File: config.mk
export PLATFORM = sky130hd
export DESIGN_NAME = register_file
export DESIGN_NICKNAME = d
export VERILOG_FILES = /design/src/rtl/register_file_pkg.sv /design/src/rtl/rf_clear_sequencer.sv /design/src/rtl/register_file.sv
export SDC_FILE = /design/constraint.sdc
export NUM_CORES = 1
export LEC_CHECK = 0
export ABC_AREA = 0
export BUFFER_PORTS_ARGS = -buffer_cell sky130_fd_sc_hd__buf_2
export CAP_MARGIN = 20
export CORE_MARGIN = 3
export CORE_UTILIZATION = 38
export DETAILED_ROUTE_END_ITERATION = 10
export GPL_ROUTABILITY_DRIVEN = 0
export PLACE_DENSITY = 0.61
export SETUP_SLACK_MARGIN = 0.5
export SLEW_MARGIN = 20
export SYNTH_ARGS = -nofsm -noshare
export SYNTH_HDL_FRONTEND = slang
export SYNTH_SLANG_ARGS = --single-unit
File: constraint.sdc
create_clock -name clock -period 1.8 [get_ports clock]
set_input_delay 0.36 -clock clock [delete_from_list [all_inputs] [get_ports clock]]
set_output_delay 0.36 -clock clock [all_outputs]
set_load 0.005 [all_outputs]
File: src/rtl/register_file_pkg.sv
`default_nettype none
// ============================================================================
//  Module   : register_file_pkg
//  Purpose  : Shared definitions for the register file: clear-sweep FSM state
//             encoding and the address-width derivation function.
//  Ports    : none (package)
//  Revision : 1.0 - initial release
// ============================================================================
package register_file_pkg;

  typedef enum logic [0:0] {
    ST_IDLE  = 1'b0,
    ST_CLEAR = 1'b1
  } clear_state_e;

  // Address width for a given register count; never below one bit.
  function automatic int calc_aw(input int depth);
    return (depth <= 2) ? 1 : $clog2(depth);
  endfunction

endpackage
`default_nettype wire

File: src/rtl/rf_clear_sequencer.sv
`default_nettype none
// ============================================================================
//  Module   : rf_clear_sequencer
//  Purpose  : Sweep FSM that zeroes every register, one index per cycle, after
//             a clear request. A sweep lasts exactly DEPTH cycles.
//  Ports    : clock      - rising-edge clock
//             reset      - synchronous active-low reset (aborts a sweep)
//             clear_req  - one-cycle request; ignored while a sweep runs
//             busy       - registered, high for every cycle spent sweeping
//             clear_en   - this cycle's edge zeroes register clear_addr
//             clear_addr - register index being zeroed
//  Revision : 1.0 - initial release
// ============================================================================
module rf_clear_sequencer
  import register_file_pkg::*;
#(
  parameter int DEPTH = 8,
  parameter int AW    = calc_aw(DEPTH)
) (
  input  logic          clock,
  input  logic          reset,
  input  logic          clear_req,
  output logic          busy,
  output logic          clear_en,
  output logic [AW-1:0] clear_addr
);

  localparam logic [AW-1:0] LAST_INDEX = AW'(DEPTH - 1);

  clear_state_e  state, state_next;
  logic [AW-1:0] index, index_next;

  always_comb begin
    state_next = state;
    index_next = index;
    clear_en   = 1'b0;
    case (state)
      ST_IDLE: begin
        if (clear_req) begin
          state_next = ST_CLEAR;
          index_next = '0;
        end
      end
      ST_CLEAR: begin
        // clear_req is deliberately not examined here: no restart mid-sweep.
        clear_en = 1'b1;
        if (index == LAST_INDEX) begin
          state_next = ST_IDLE;
          index_next = '0;
        end else begin
          index_next = index + 1'b1;
        end
      end
      default: begin
        state_next = ST_IDLE;
        index_next = '0;
      end
    endcase
  end

  assign clear_addr = index;

  // busy is registered from the next state so it tracks CLEAR exactly.
  always_ff @(posedge clock) begin
    if (!reset) begin
      state <= ST_IDLE;
      index <= '0;
      busy  <= 1'b0;
    end else begin
      state <= state_next;
      index <= index_next;
      busy  <= (state_next == ST_CLEAR);
    end
  end

endmodule
`default_nettype wire

File: src/rtl/register_file.sv
`default_nettype none
// ============================================================================
//  Module   : register_file
//  Purpose  : Flip-flop register file, one write port and two registered read
//             ports, optional write-to-read forwarding, and a sweep clear.
//  Ports    : clock, reset (sync active-low)
//             write_en / write_addr / write_data       - write port
//             read_en_a / read_addr_a -> read_data_a   - read port A
//             read_en_b / read_addr_b -> read_data_b   - read port B
//             clear_req - start a zeroing sweep; busy - sweep in progress
//  Revision : 1.0 - initial release
// ============================================================================
module register_file
  import register_file_pkg::*;
#(
  parameter int WIDTH  = 8,
  parameter int DEPTH  = 8,
  parameter int BYPASS = 1,
  parameter int AW     = calc_aw(DEPTH)
) (
  input  logic             clock,
  input  logic             reset,
  input  logic             write_en,
  input  logic [AW-1:0]    write_addr,
  input  logic [WIDTH-1:0] write_data,
  input  logic             read_en_a,
  input  logic [AW-1:0]    read_addr_a,
  output logic [WIDTH-1:0] read_data_a,
  input  logic             read_en_b,
  input  logic [AW-1:0]    read_addr_b,
  output logic [WIDTH-1:0] read_data_b,
  input  logic             clear_req,
  output logic             busy
);

  localparam logic [AW:0] DEPTH_W = (AW + 1)'(DEPTH);

  logic [WIDTH-1:0] regs [DEPTH];

  logic          clear_en;
  logic [AW-1:0] clear_addr;
  logic          write_ok;
  logic          wr_in_range, a_in_range, b_in_range;
  logic [WIDTH-1:0] next_a, next_b;

  rf_clear_sequencer #(
    .DEPTH (DEPTH),
    .AW    (AW)
  ) u_clear_seq (
    .clock      (clock),
    .reset      (reset),
    .clear_req  (clear_req),
    .busy       (busy),
    .clear_en   (clear_en),
    .clear_addr (clear_addr)
  );

  // Extra leading zero so a power-of-two DEPTH compares correctly.
  assign wr_in_range = ({1'b0, write_addr}  < DEPTH_W);
  assign a_in_range  = ({1'b0, read_addr_a} < DEPTH_W);
  assign b_in_range  = ({1'b0, read_addr_b} < DEPTH_W);

  // A clear request in IDLE beats a simultaneous write.
  assign write_ok = write_en && !busy && !clear_req && wr_in_range;

  always_comb begin
    next_a = '0;
    if (a_in_range) begin
      if ((BYPASS != 0) && write_ok && (write_addr == read_addr_a)) begin
        next_a = write_data;
      end else begin
        next_a = regs[read_addr_a];
      end
    end
  end

  always_comb begin
    next_b = '0;
    if (b_in_range) begin
      if ((BYPASS != 0) && write_ok && (write_addr == read_addr_b)) begin
        next_b = write_data;
      end else begin
        next_b = regs[read_addr_b];
      end
    end
  end

  // write_ok is never true during a sweep, so the two updates cannot collide.
  always_ff @(posedge clock) begin
    if (!reset) begin
      for (int i = 0; i < DEPTH; i++) begin
        regs[i] <= '0;
      end
    end else begin
      if (clear_en) begin
        regs[clear_addr] <= '0;
      end
      if (write_ok) begin
        regs[write_addr] <= write_data;
      end
    end
  end

  always_ff @(posedge clock) begin
    if (!reset) begin
      read_data_a <= '0;
      read_data_b <= '0;
    end else begin
      if (read_en_a) read_data_a <= next_a;
      if (read_en_b) read_data_b <= next_b;
    end
  end

endmodule
`default_nettype wire

==> results by group, run 1 <==
Critical path
  – Max FO, Critical Path: 5
  – CP Launch Type: flop
  – Worst path required time: 1.90 ns
  – Worst R2R End: regs[7][1]$_SDFFCE_PN0P_
  – Cell family with most CP delay: simple AND/OR/NAND/NOR gates
  – FF-to-FF setup slack: 0.04 ns
  – Worst Path Arrival: 1.86 ns
  – Crit Path Category: flop to flop
  – Max incr delay on CP: 0.37 ns
  – Crit path max-delay cell type: mux2_4
  – CP bufs+invs: 2
  – Crit-path cells: nor4bb_4 -> buf_6 -> mux2_4 -> nand3_4 -> buf_6 -> nor2_1
  – Crit. End Element: flop
  – Worst reg2reg path startpoint: u_clear_seq.busy$_SDFF_PN0_
  – R2R depth: 6
  – Most used cell, CP: buf_6

Cells and area
  – Final Cell Area: 6900 µm²
  – Layout net count: 508
  – Share of cells above drive strength 1: 47.1%
  – Fill count: 1063
  – Final core occ: 53.8%
  – Antenna cells: 0
  – Synth-to-layout area growth: 35.8%
  – Final Non-Filler Cells: 660

Global route
  – Initial antenna violation count: 0
  – Gr usage total: 19.2%
  – Global-route wire length before repair: 21.3 mm
  – GRT Residual Overflow: 0
  – Largest net degree at the start of global routing: 27
  – Vias in the first global route: 3643

Run
  – Max-cap viol count: 0

Clock network
  – Clk pin slew, worst setup/hold paths: 0.08 ns
  – Sink Count: 102
  – CTS Hold Bufs: 0
  – H-tree depth: 3
  – Clk Latency, worst-skew pair: 0.36 ns
  – CTS tree: built
  – Clock Tree Buf Depth: 2
  – Clock buffer count from CTS: 9
  – Root buffer cell: clkbuf_16

Worst hold path
  – Worst hold stages: 1
  – Hold_sp: write_data[0]
  – Hold Crit Class: primary input to flop

Power and ir drop
  – Leak: 2.51 nW
  – Sw frac: 26.5%
  – Pint: 4.00 mW
  – Pwr/cell area: 789 nW/µm²
  – Logic pwr share: 14.8%
  – Clock Power Share: 35.2%
  – Switching Power: 1.44 mW
  – VDD IR max: 0.717 mV
  – Final Total Pwr: 5.44 mW
  – Sequential power share: 50.0%

Placed design
  – Port Buffer Count: 39
  – HPWL Detailed: 9.87 mm
  – Dpl ws: -0.148 ns
  – Placed Cells: 630
  – Placed cell areas: 5840 µm²

Floorplan
  – Die Y: 122 µm
  – Rows: 41
  – Core box area: 12800 µm²
  – Die area: 14800 µm²
  – Initial core utilization: 39.6%
  – Die X: 122 µm
  – IO Count: 40

STA
  – Max-slew violations: 0
  – Tcrit/Tclk final: 97.5%
  – Fmax: 570 MHz
  – RSZ-0062 raised after global routing: true
  – Slew HR: 65.2%
  – Final setup margin: 0.0446 ns
  – Final setup vio count: 0
  – Worst Tran Pin Value: 0.520 ns
  – Final worst clock skew: 0.0122 ns
  – Endpoints failing hold: 0
  – Post-layout min period: 1.76 ns
  – Final hold slack: 0.213 ns
  – Final setup TNS: 0 ns

Routing
  – Pre-antenna DRT Iters: 4
  – Vias per Instance: 5.48
  – Avg WL per Cell: 21.4 µm
  – Final wirelength: 14.1 mm
  – Vias: 3617
  – Iter 0 DRT Violations: 273
  – Final ANT Viol Nets: 0
  – Drc violations: 0

Synthesis
  – Yosys reg bits: 102
  – Post-synthesis area per instance: 12.5 µm²
  – Post-Syn Area: 5080 µm²
  – Post-synth top area cell: edfxtp_1
  – Count leader, synth: edfxtp_1
  – Share of the synthesized area in the top cell type: 47.3%
  – Number of synthesized flops with an enable pin: 80
  – Post-synthesis sequential area ratio: 56.0%
  – Syn Nets: 432
  – Synth Warn #: 0
  – Ys async rst share: 0%
  – Leading cell types by count after synthesis: 80 x edfxtp_1, 70 x nor2_1, 32 x mux2_1, 32 x mux2i_1
  – Cells after Synth: 407
  – Prevailing post-synth register cell: edfxtp_1
  – Yosys cell types: 38
  – Largest cells by area after synthesis: edfxtp_1 47%, dfxtp_1 8.7%, mux2_1 7.1%

Outcome
  – Status: completed
[worst register-to-register path: cells and delay by family (launching register included)]
family                 cells  cell delay [ns]
DFF                        1             0.34
muxes                      1             0.37
buffers and inverters      2             0.31
and+or+nand+nor            3             0.49
[routing by layer]
metal  wire length (µm)  track usage [%]  up-vias
met3                774             3.99       18
li1                   -                -     1674
met1               6150             26.9     1808
met4                249             6.16        0
met2               6920             29.9      117
met5                  0                0        -
[how the worst max path moves through the flow]
stage / from / to / slack (ns) / cells past startpoint
detailed placement: write_en / regs[3][1]$_SDFFCE_PN0P_ / -0.15 / 7
CTS: u_clear_seq.busy$_SDFF_PN0_ / regs[2][4]$_SDFFCE_PN0P_ / 0.07 / 6
finish: u_clear_seq.busy$_SDFF_PN0_ / regs[7][1]$_SDFFCE_PN0P_ / 0.04 / 6
global placement: clear_req / regs[3][2]$_SDFFCE_PN0P_ / -0.12 / 7
floorplan: write_en / regs[0][0]$_SDFFCE_PN0P_ / -0.01 / 5
global route: u_clear_seq.busy$_SDFF_PN0_ / regs[4][6]$_SDFFCE_PN0P_ / -0.02 / 6
[what timing repair did]
action	in CTS	in global routing
buffers inserted	9	5
setup endpoints to repair	155	161
gates resized for setup	78	80
pin swaps	19	20
[cells by family after synthesis]
kind of cell    after synthesis  share of synthesized area [%]
flops                       102                           56.0
simple gates                116                           11.5
buf+inv                      26                           3.08
xor+xnor                      6                           1.03
compound gates               71                           9.53
mux                          84                           18.4
fa+ha+maj                     2                          0.493
[power by group through the flow]
| stage | logic (mW) | clock network (mW) | registers, mW |
|---|---|---|---|
| floorplan | 0.404 | 0 | 2.74 |
| global placement | 0.632 | 0 | 2.77 |
| detailed placement | 0.640 | 0 | 2.77 |
| CTS | 0.725 | 1.92 | 2.72 |
| global route | 0.853 | 2.02 | 2.73 |
| finish | 0.806 | 1.92 | 2.72 |
[layout make-up]
cell class / count / area, µm² / area share [%]
multi-input combinational: 279 / 2680 / 38.8
inverter: 2 / 7.51 / 0.109
timing repair buffer: 89 / 856 / 12.4
sequential: 102 / 2850 / 41.4
tap: 172 / 215 / 3.12
clock inverter: 7 / 62.6 / 0.907
clock buffer: 9 / 225 / 3.27
[cell usage in the layout, fill, tap and decap left out, drive strengths merged]
cell      instances
buf              89
edfxtp           80
nor2             70
mux2             50
mux2i            34
dfxtp            22
nand2            22
a21oi            17
o21ai            16
a22oi            11
o221ai           10
clkbuf            9
nand3             8
a221o             6
o22ai             6
inv               6
nor2b             5
xor2              4
nand2b            4
a21boi            3
xnor2             2
nand4             2
ha                2
clkinv            2
nand4bb           1
nor4bb            1
nor4b             1
o21a              1
o32ai             1
and2              1
nor3b             1
clkinvlp          1
No activity file was read; power rests on OpenSTA's default activity.
==> run 2: changes to the inputs <==
- BUFFER_PORTS_ARGS: -buffer_cell sky130_fd_sc_hd__buf_2 -> unset
- CTS_CLUSTER_SIZE: unset -> 24
- DONT_BUFFER_PORTS: unset -> 1
- PLACE_DENSITY: 0.61 -> 0.58
==> run 2 against run 1 <==
  * First-iteration DRC count increased by 4.8%
  * Via count decreased by 6.0%
  * Cell count fell by 8.9%
  * Setup slack improved by 0.0083 ns
  * Clock-buffer cell count is 1 higher
  * Clock skew fell by 0.0039 ns
  * Routed wire length shrank 4.0%
  * Utilization is 4.3 points lower
  * Combinational power down 30%
  * Power shrank 3.7%
  * Non-clock buffer count fell by 59
  * Sequential cell count did not move
  * Largest power group unchanged
==> results by group, run 2 (synthesis gave the netlist of run 1 again) <==
STA
  – Final worst clock skew: 0.00826 ns
  – Post-layout min period: 1.75 ns
  – RSZ-0062 raised after global routing: true
  – Final hold slack: 0.0862 ns
  – Tcrit/Tclk final: 97.1%
  – Final setup TNS: 0 ns
  – Slew HR: 56.1%
  – Worst Tran Pin Value: 0.656 ns
  – Fmax: 572 MHz
  – Final setup vio count: 0
  – Endpoints failing hold: 0
  – Max-slew violations: 0

Cells and area
  – Commonest non-fill, non-tap cell in the layout: edfxtp_1
  – Share of cells above drive strength 1: 35.7%
  – Final core occ: 49.5%
  – Register area: 2850 µm²
  – Commonest non-fill, non-tap cells in the layout: 80 x edfxtp_1, 40 x nor2_1, 32 x mux2i_1
  – Final Cell Area: 6350 µm²
  – Antenna cells: 0
  – Synth-to-layout area growth: 25.0%
  – Layout net count: 449
  – Multi-input logic area: 2590 µm²
  – Fill count: 1108

Routing
  – Pre-antenna DRT Iters: 5
  – Top Metal Used: met4
  – Routed length on met3: 858 µm
  – Vias: 3399
  – Wl on met1: 5.91 mm
  – Met2 WL post-DR: 6.56 mm
  – Final wirelength: 13.5 mm
  – Final ANT Viol Nets: 0
  – Iter 0 DRT Violations: 286
  – Vias per Instance: 5.66
  – Avg WL per Cell: 22.5 µm
  – Drc violations: 0

Clock network
  – Clk pin slew, worst setup/hold paths: 0.07 ns
  – Clock buffer count from CTS: 9
  – Sink Count: 102
  – Root buffer cell: clkbuf_16
  – Clock Tree Buf Depth: 2
  – Clk Latency, worst-skew pair: 0.35 ns
  – CTS tree: built
  – H-tree depth: 3

Run
  – Max-cap viol count: 0

Critical path
  – Worst reg2reg path startpoint: u_clear_seq.busy$_SDFF_PN0_
  – Max FO, Critical Path: 10
  – CP Launch Type: flop
  – Setup crit start: u_clear_seq.busy$_SDFF_PN0_
  – Worst Path Arrival: 1.95 ns
  – Crit Path Category: flop to flop
  – Worst path required time: 2.00 ns
  – Crit. End Element: flop

Worst hold path
  – Hold_sp: read_en_a
  – Hold Crit Class: primary input to flop

Power and ir drop
  – VDD IR max: 0.513 mV
  – Leak: 2.19 nW
  – Final Total Pwr: 5.24 mW
  – Pwr/cell area: 826 nW/µm²

Global route
  – Global-route wire length before repair: 19.9 mm
  – GRT Residual Overflow: 0
  – Vias in the first global route: 3265
  – Largest net degree at the start of global routing: 34
  – Initial antenna violation count: 0
  – Gr usage total: 18.5%

Floorplan
  – Die Y: 122 µm
  – Core box area: 12800 µm²
  – Rows: 41
  – Initial core utilization: 39.6%
  – Die X: 122 µm
  – IO Count: 40
  – Die area: 14800 µm²

Placed design
  – Placed cell areas: 5490 µm²
  – Port Buffer Count: 0
  – HPWL Detailed: 9.26 mm

Outcome
  – Status: completed
[run 2: changes by cell type in the layout (fill, tap and decap cells not counted), moves of 3 or more]
cell / change
buf_6: -21
mux2_1: +3
nor2_2: -14
nor2_1: +9
nand2_4: +4
a22oi_2: -3
a22oi_1: +3
buf_2: -23
buf_4: -15
mux2_4: -3
nor2_4: +5
nand2_8: -4
[run 2: per-stage QoR]
| stage | std cells | setup WS [ns] |
|---|---|---|
| floorplan | 407 | -0.0109 |
| global placement | 576 | -0.00191 |
| detailed placement | 576 | -0.0347 |
| CTS | 597 | 0.0524 |
| global route | 601 | -0.0324 |
| finish | 601 | 0.0529 |
[run 2: final cells by class]
type / instances / share of cell area (%)
multi-input combinational: 279 / 40.8
timing repair buffer: 30 / 6.01
tap: 172 / 3.39
clock inverter: 6 / 0.769
inverter: 2 / 0.118
sequential: 102 / 44.9
clock buffer: 10 / 3.94
[run 2: report_power, final]
part           total [mW]  internal (mW)  switching, mW
clock network        1.96           1.04          0.916
registers            2.72           2.66         0.0609
logic               0.568          0.275          0.294
total                5.24           3.97           1.27
[run 2: what timing repair did]
action | CTS | global route
setup buffers | 5 | 4
gates resized for setup | 61 | 60
pin swaps | 12 | 13
endpoints found under the hold margin | 0 | 0
hold buffers | 0 | 0
endpoints found under the setup margin | 151 | 154
[run 2: path summary, 6_finish.rpt]
check / slack, ns / to / cells past startpoint
hold / removal: 0.09 / flop / 1
setup / recovery: 0.05 / regs[6][7]$_SDFFCE_PN0P_ / 5
setup reg to reg: 0.05 / regs[6][7]$_SDFFCE_PN0P_ / 5
hold reg to reg: 0.53 / flop / 2
[run 2: critical path: stages (launching register included)]
cell,delay [ns]
dfxtp_2,0.33
nor4bb_4,0.27
buf_6,0.18
buf_4,0.19
nand2_1,0.38
nor2_1,0.24
[run 2: routing by layer]
metal	vias up	track usage, %
met5	-	0
met4	0	4.62
met3	19	4.69
met2	113	29.2
met1	1701	25.6
li1	1566	-
